**src/rtl/nd_2to1_arb.sv**
```systemverilog
// nd_2to1_arb: two-input round-robin merge node on 2-phase toggle links.
// Define NS_2TO1_REDUN_CHECK_EN to drop and count messages with a bad redun field.
`ifndef NS_ADDRESS_SIZE
`define NS_ADDRESS_SIZE 8
`endif
`ifndef NS_DATA_SIZE
`define NS_DATA_SIZE 8
`endif
`ifndef NS_REDUN_SIZE
`define NS_REDUN_SIZE 4
`endif

module nd_2to1_arb #(
   parameter int ASZ = `NS_ADDRESS_SIZE,
   parameter int DSZ = `NS_DATA_SIZE,
   parameter int RSZ = `NS_REDUN_SIZE,
   parameter int MSZ = ASZ + DSZ + RSZ
) (
   input  logic           i_clk,
   input  logic           reset,
   output logic           ready,
   input  logic           rcv0_ck_req,
   output logic           rcv0_ck_ack,
   input  logic [MSZ-1:0] rcv0_data,
   input  logic           rcv1_ck_req,
   output logic           rcv1_ck_ack,
   input  logic [MSZ-1:0] rcv1_data,
   output logic           snd0_ck_req,
   input  logic           snd0_ck_ack,
   output logic [MSZ-1:0] snd0_data,
   output logic [7:0]     err_cnt
);

   typedef enum logic {IDLE, WAIT} state_t;

   state_t         state;
   logic [1:0]     req0_sy;
   logic [1:0]     req1_sy;
   logic [1:0]     ack_sy;
   logic           last1;
   logic           pend0;
   logic           pend1;
   logic           gnt0;
   logic           gnt1;
   logic           good;
   logic [MSZ-1:0] sel;

   assign pend0 = req0_sy[1] ^ rcv0_ck_ack;
   assign pend1 = req1_sy[1] ^ rcv1_ck_ack;
   // last1 set means input 1 won last, so input 0 takes a tie
   assign gnt0  = pend0 & (~pend1 | last1);
   assign gnt1  = pend1 & (~pend0 | ~last1);
   assign sel   = gnt1 ? rcv1_data : rcv0_data;

`ifdef NS_2TO1_REDUN_CHECK_EN
   assign good = sel[RSZ-1:0] ==
                 (sel[MSZ-ASZ +: RSZ] ^ sel[RSZ +: RSZ]);

   always_ff @(posedge i_clk) begin
      if (reset) begin
         err_cnt <= '0;
      end else if (state == IDLE && (gnt0 | gnt1) && !good
                   && err_cnt != 8'hff) begin
         err_cnt <= err_cnt + 8'd1;
      end
   end
`else
   assign good    = 1'b1;
   assign err_cnt = '0;
`endif

   always_ff @(posedge i_clk) begin
      if (reset) begin
         state       <= IDLE;
         ready       <= 1'b0;
         req0_sy     <= '0;
         req1_sy     <= '0;
         ack_sy      <= '0;
         last1       <= 1'b1;
         rcv0_ck_ack <= 1'b0;
         rcv1_ck_ack <= 1'b0;
         snd0_ck_req <= 1'b0;
         snd0_data   <= '0;
      end else begin
         ready   <= 1'b1;
         req0_sy <= {req0_sy[0], rcv0_ck_req};
         req1_sy <= {req1_sy[0], rcv1_ck_req};
         ack_sy  <= {ack_sy[0], snd0_ck_ack};
         unique case (state)
            IDLE: begin
               if (gnt0 | gnt1) begin
                  if (gnt0)
                     rcv0_ck_ack <= ~rcv0_ck_ack;
                  else
                     rcv1_ck_ack <= ~rcv1_ck_ack;
                  last1 <= gnt1;
                  if (good) begin
                     snd0_data   <= sel;
                     snd0_ck_req <= ~snd0_ck_req;
                     state       <= WAIT;
                  end
               end
            end
            WAIT: begin
               if (ack_sy[1] == snd0_ck_req)
                  state <= IDLE;
            end
            default: state <= IDLE;
         endcase
      end
   end

endmodule
```
**config.mk**
```make
export PLATFORM = sky130hd
export DESIGN_NAME = nd_2to1_arb
export DESIGN_NICKNAME = d
export VERILOG_FILES = /design/src/rtl/nd_2to1_arb.sv
export SDC_FILE = /design/constraint.sdc
export NUM_CORES = 1
export LEC_CHECK = 0
export CORE_AREA = 2 2 64 66
export DETAILED_ROUTE_END_ITERATION = 6
export DIE_AREA = 0 0 66 68
export GPL_TIMING_DRIVEN = 0
export PLACE_DENSITY_LB_ADDON = 0.12
export SETUP_SLACK_MARGIN = 0.15
export SYNTH_ARGS = -nofsm -noshare
export SYNTH_HDL_FRONTEND = slang
export SYNTH_SLANG_ARGS = --single-unit
```
**constraint.sdc**
```tcl
create_clock -name i_clk -period 1.65 [get_ports i_clk]
set_input_delay 0.495 -clock i_clk [delete_from_list [all_inputs] [get_ports i_clk]]
set_output_delay 0.495 -clock i_clk [all_outputs]
set_load 0.1 [all_outputs]
```
==> results of run 1 <==
## cell type report
class | instances | area [µm²] | share of cell area, %
plain buffers | 19 | 138.9 | 6.446
well taps | 50 | 62.56 | 2.904
repair buffers | 68 | 620.6 | 28.80
flip-flops and latches | 32 | 648.1 | 30.08
clock buffers | 8 | 90.09 | 4.181
multi-input cells | 112 | 586.8 | 27.24
inverters | 2 | 7.507 | 0.3484
## power groups by stage
| stage | sequential [mW] | clock (mW) | combinational (mW) |
|---|---|---|---|
| final | 1.20 | 0.613 | 3.22 |
| after global routing | 1.23 | 0.660 | 3.36 |
| after CTS | 1.20 | 0.628 | 3.24 |
| after global placement | 1.20 | 0 | 3.30 |
| after floorplan | 2.86 | 0 | 0.883 |
| after detailed placement | 1.21 | 0 | 3.31 |
## placed cells by master, fill, tap and decap left out
cell	Yosys	layout
clkdlybuf4s50_1	0	44
nand2_1	40	40
buf_4	8	32
dfxtp_1	32	30
a31oi_1	20	20
o21ai_0	10	10
o21ai_1	10	10
conb_1	1	8
nor2b_1	6	6
clkbuf_8	0	6
buf_6	4	4
buf_2	4	4
nor2_1	4	4
xnor2_1	3	3
clkbuf_1	3	3
inv_1	2	2
clkbuf_2	0	2
xor2_1	2	2
a21oi_1	2	2
dfxtp_4	0	2
xnor2_2	1	1
a21o_2	1	1
a21oi_4	1	1
o21bai_1	1	1
mux2i_1	1	1
a211oi_1	1	1
o221ai_1	1	1
## cell usage after synthesis
cell | count | area share (%)
dfxtp_1 | 32 | 48
buf_4 | 8 | 4.5
xor2_1 | 2 | 1.3
a31oi_1 | 20 | 9.3
a21o_2 | 1 | 0.65
a21oi_1 | 2 | 0.74
nand2_1 | 40 | 11
nor2_1 | 4 | 1.1
nor2b_1 | 6 | 2.8
buf_6 | 4 | 3.3
buf_2 | 4 | 1.5
a211oi_1 | 1 | 0.56
conb_1 | 1 | 0.28
a21oi_4 | 1 | 1.2
inv_1 | 2 | 0.56
mux2i_1 | 1 | 0.74
clkbuf_1 | 3 | 0.84
o21ai_0 | 10 | 3.7
o221ai_1 | 1 | 0.65
xnor2_2 | 1 | 1.2
o21bai_1 | 1 | 0.56
xnor2_1 | 3 | 2.0
o21ai_1 | 10 | 3.7
## metrics by stage
stage                     area, µm²  power [mW]  hold WS [ns]  TNS (ns)
final                          2155       5.028        0.4362         0
after global routing           2155       5.246        0.4583         0
after CTS                      2153       5.066        0.4386         0
after detailed placement       2122       4.518        0.4237    -8.897
after global placement         2122       4.506        0.4176    -8.711
after floorplan                1379       3.747        0.4138         0
## kinds of logic (layout without fill, tap and decap cells)
family,count (synthesis),in the layout,synth area share (%)
simple gates,50,50,15.07
compound gates,47,47,21.12
flops,32,32,47.63
buf+inv,21,97,10.70
xor+xnor,6,6,4.466
other cells,1,8,0.2788
mux,1,1,0.7442
## flip-flops by register name, indices dropped and copies added (netlist names)
register and count:
snd0_ck_req 1, snd0_data 20, rcv1_ck_ack 1, state 1
last1 1, ack_sy 2, rcv0_ck_ack 1, req0_sy 2
ready 1, req1_sy 2
## routing by layer
layer / part of all wire, % / routed length, µm
met1: 45 / 1595
met2: 47 / 1668
met3: 6.4 / 228
met4: 1.3 / 46
met5: 0 / 0
## final timing paths
check / end / slack (ns) / cells after the start
worst max-delay path: snd0_ck_req / 0.18 / 1
worst min-delay path: req1_sy[1] / 0.44 / 1
worst max register to register: snd0_data[13] / 0.36 / 5
worst min register to register: req1_sy[1] / 0.44 / 1
## what timing repair did
item | CTS | global route
gates resized for setup | 145 | 2
endpoints found under the setup margin | 25 | 9
cloned | 0 | 0
==> flow_summary.yaml, run 1 <==
power:
  power.switching_mw: 2.860
  pwr-share-clk_pct: 12.2
  pwr-share-comb_pct: 64.0
  leakage_nw: 0.9441
  peakVddDrop_mv: 0.9837
  power.density_nw_per_um2: 2334
  switching_share_pct: 56.88
  internal_power_mw: 2.168
  seq_power_share_pct: 23.8
worst_setup_path:
  cp-startpoint: "snd0_ck_req"
  end_kind: "output port"
  path_cells: "buf_4"
  path_class: "register to output port"
  r2r-start: "rcv0_ck_ack"
  slowest_stage: "dfxtp_1"
  critPathTopFamily: "flip-flops"
  required_ns: 1.15
  cp_num_buf_inv: 1
  critPathArrivalTime_ns: 0.98
  slowest_delay_ns: 0.38
  cp-start-kind: "register"
  path_max_fanout: 3
timing:
  min_period_ns: 1.471
  setup_viol: 0
  fin_skew_ns: 0.002357
  hold_violations: 0
  timing.final.crit_share_pct: 89.13
  setup_ws_ns: 0.1794
  maxSlewViolCount: 0
  rsz0062_at_grt: "false"
  fmax_mhz: 680.0
grt:
  grt_overflow: 0
  grt_usage_pct: 15.38
  gr-usage-met2_pct: 24.37
  grt_pass1_vias: 1134
  antenna_found_initial: 0
  grt_max_degree: 11
  met1_usage_pct: 19.23
  busiest_layer: "met2"
  grt_pass1_wl_mm: 5.168
  gr-usage-met3_pct: 4.934
run_status:
  outcome: "complete, no violations"
synthesis:
  yosysSeqAreaShare_pct: 47.63
  synth_warnings: 0
  synth_cell_types: 23
  netlist_instances: 158
  syn_area_um2: 1345
  syn_avg_cell_area_um2: 8.513
  synth_seq_cells: 32
placed_design:
  place_inst: 283
  place_ws_ns: -0.3552
  port-buffer-count: 68
  finalWeightedCongestion: 0.7044
  dp_hpwl_mm: 2.489
final_layout:
  instances_no_fill: 291
  antenna_cells: 0
  layout-drive-gt1-share_pct: 21.99
  layout.nets: 285
  final_util_pct: 55.87
  area_delta_synth_final_pct: 60.19
  fill_cells: 392
hold_path:
  min_path_type: "register to register"
  hp-start: "req1_sy[0]"
cts:
  clock_latency_ns: 0.28
  clockBufferDepth: 2
  cts_buffers: 5
  ctsHoldBuffers: 0
  root_buffer: "clkbuf_8"
  cts_tree: "done"
  clock_sinks: 32
  clkSlewWorstSetupHoldPaths_ns: 0.06
  post_cts_buffers: 0
  htree_levels: 2
floorplan:
  dieHeight_um: 68
  die_w_um: 66
  ioPinCount: 77
  coreArea_um2: 3856
  rows: 23
  fp.dieArea_um2: 4488
  initial_utilization_pct: 34.88
drt:
  routedWlPerCell_um: 12.16
  totalWireLength_mm: 3.538
  ant_nets: 0
  drtPass1Iterations: 4
  via_per_inst: 4.546
  drc: 0
  vias: 1323
  initialDrtViolationCount: 77
flow_run:
  drv_cap: 0
Power figures use the tool's default switching activity.
==> inputs of run 2 (changes only) <==
--- a/config.mk
+++ b/config.mk
@@ -5,9 +5,10 @@
 export SDC_FILE = /design/constraint.sdc
 export NUM_CORES = 1
 export LEC_CHECK = 0
-export CORE_AREA = 2 2 64 66
+export ABC_AREA = 1
+export CORE_AREA = 2 2 67 69
 export DETAILED_ROUTE_END_ITERATION = 6
-export DIE_AREA = 0 0 66 68
+export DIE_AREA = 0 0 69 71
 export GPL_TIMING_DRIVEN = 0
 export PLACE_DENSITY_LB_ADDON = 0.12
 export SETUP_SLACK_MARGIN = 0.15
==> flow_summary.yaml, run 2 <==
synthesis:
  yosys.cell_count.top_type: "nor2_1"
  syn_avg_cell_area_um2: 6.876
  synth-xor-area-share_pct: 0
  ys_async_sr_fraction_pct: 0
  synthTopCellsByCount: "nor2_1 (51), dfxtp_1 (32), inv_1 (31)"
  synth_cell_types: 20
  synth-adder-area-share_pct: 0
  synthFlopType: "dfxtp_1"
  synth_seq_cells: 32
  yosysSeqAreaShare_pct: 38.50
  synth-simple-area-share_pct: 28.65
  synth_compound_area_share_pct: 14.44
  synthTopCellsByArea: "dfxtp_1 (38%), nor2_1 (12%), inv_1 (7.0%)"
  netlist_instances: 242
  syn_area_um2: 1664
  synth_top_family_by_area: "simple AND/OR/NAND/NOR gates"
  synth_edf_count: 0
  muxShareOfSynthArea_pct: 0
  yosys.area.top_type: "dfxtp_1"
  yosys.area.top_type_share_pct: 38.50
  synth_warnings: 0
floorplan:
  dieHeight_um: 71
  coreArea_um2: 4204
  fp.dieArea_um2: 4899
  ioPinCount: 77
  initial_utilization_pct: 39.58
  die_w_um: 69
  rows: 24
final_layout:
  instances_no_fill: 377
  area_delta_synth_final_pct: 50.98
  top_register: "snd0_data"
  antenna_cells: 0
  final_cell_mix: "nor2_1 (51), clkdlybuf4s50_1 (43), buf_4 (32)"
  layout.nets: 369
  largest_reg_flops: 20
  fill_cells: 402
  layout_commonest_cell: "nor2_1"
  layout-drive-gt1-share_pct: 20.62
  fin_area_um2: 2512
drt:
  drc: 0
  totalWireLength_mm: 4.008
  initialDrtViolationCount: 56
  ant_nets: 0
  drtPass1Iterations: 4
  via_per_inst: 4.438
  routedWlPerCell_um: 10.63
  vias: 1673
power:
  leakage_nw: 1.222
  power.switching_mw: 2.256
  pwr-share-comb_pct: 57.2
  p_total_mw: 4.416
  internal_power_mw: 2.160
  peakVddDrop_mv: 1.006
  seq_power_share_pct: 24.2
  pwr-share-clk_pct: 18.5
  power.density_nw_per_um2: 1758
  switching_share_pct: 51.09
timing:
  fmax_mhz: 685.4
  setup_ws_ns: 0.1909
  setup_tns_ns: 0
  rsz0062_at_grt: "false"
  timing.final.crit_share_pct: 88.43
  hold_violations: 0
  maxSlewViolCount: 0
  fin_skew_ns: 0.005827
  min_period_ns: 1.459
  setup_viol: 0
cts:
  root_buffer: "clkbuf_8"
  clkSlewWorstSetupHoldPaths_ns: 0.07
  clock_latency_ns: 0.28
  htree_levels: 2
  clock_sinks: 32
  clockBufferDepth: 2
  cts_buffers: 5
  ctsHoldBuffers: 0
  cts_tree: "done"
worst_setup_path:
  slowest_delay_ns: 0.38
  cp_num_buf_inv: 1
  required_ns: 1.15
  path_cells: "buf_4"
  path_max_fanout: 5
  reg2reg_slack_ns: 0.38
  critPathTopFamily: "flip-flops"
  end_kind: "output port"
  cp-start-kind: "register"
  path_class: "register to output port"
  slowest_stage: "dfxtp_2"
  critPathArrivalTime_ns: 0.96
grt:
  grt_overflow: 0
  grt_max_degree: 11
  grt_pass1_wl_mm: 6.706
  grt_pass1_vias: 1486
  grt_usage_pct: 16.73
  antenna_found_initial: 0
flow_run:
  drv_cap: 0
placed_design:
  port-buffer-count: 68
  finalWeightedCongestion: 0.7843
  dp_hpwl_mm: 2.866
  place_inst: 369
  place_ws_ns: -0.3593
  postPlaceCellArea_um2: 2439
run_status:
  outcome: "complete, no violations"
hold_path:
  min_path_type: "register to register"
## run 2: changes by cell type after synthesis, sizes merged, moves of 3 or more
cell / delta
a21oi: +19
a31oi: -20
buf: +5
inv: +32
nand2: -9
nand3: +23
nor2: +47
nor2b: -6
o21ai: +3
xnor2: -4
## run 2: cells by family (layout without fill, tap and decap cells)
group | Yosys count | count (layout)
compound gates | 47 | 47
flops | 32 | 32
other cells | 1 | 8
buf+inv | 56 | 132
simple gates | 106 | 106
## run 2: worst paths after layout
path / from / end / depth (start not counted)
max: rcv0_ck_ack / rcv0_ck_ack / 1
min: req1_sy[0] / req1_sy[1] / 2
max reg2reg: rcv1_ck_ack / snd0_data[11] / 9
min reg2reg: req1_sy[0] / req1_sy[1] / 2
## run 2: layout make-up
cell class | instances | area [µm²] | share of cell area (%)
flip-flops and latches | 32 | 643.1 | 25.60
multi-input cells | 161 | 747.0 | 29.73
clock inverters | 1 | 30.03 | 1.195
plain buffers | 22 | 176.4 | 7.022
inverters | 34 | 127.6 | 5.080
well taps | 52 | 65.06 | 2.590
clock buffers | 7 | 96.34 | 3.835
repair buffers | 68 | 626.9 | 24.95
## run 2: power groups by stage
stage | Clock, mW | Sequential (mW) | Combinational, mW
3_5_place_dp | 0 | 1.08 | 2.59
4_1_cts | 0.836 | 1.07 | 2.54
5_1_grt | 0.868 | 1.09 | 2.69
6_report | 0.818 | 1.07 | 2.53
3_3_place_gp | 0 | 1.08 | 2.59
2_1_floorplan | 0 | 2.23 | 0.849
## run 2: metrics by stage
| step | hold WS (ns) | util (%) |
|---|---|---|
| after CTS | 0.4083 | 59.61 |
| after global routing | 0.4184 | 59.76 |
| after detailed placement | 0.3961 | 58.01 |
| final | 0.4051 | 59.76 |
| after global placement | 0.3898 | 58.01 |
| after floorplan | 0.3883 | - |
## run 2: metal layers
| layer | vias to the layer above | routed length [µm] | track usage (%) |
|---|---|---|---|
| li1 | 904 | - | - |
| met1 | 702 | 1952 | 22.57 |
| met2 | 62 | 1701 | 25.43 |
| met3 | 5 | 307 | 5.128 |
| met4 | 0 | 46 | 5.882 |
| met5 | - | 0 | 0 |
## run 2: repair_timing
item / 4_1_cts / 5_1_grt
endpoints found under the hold margin: 0 / 0
resized for setup: 146 / 2
setup buffers: 0 / 0
endpoints found under the setup margin: 34 / 15
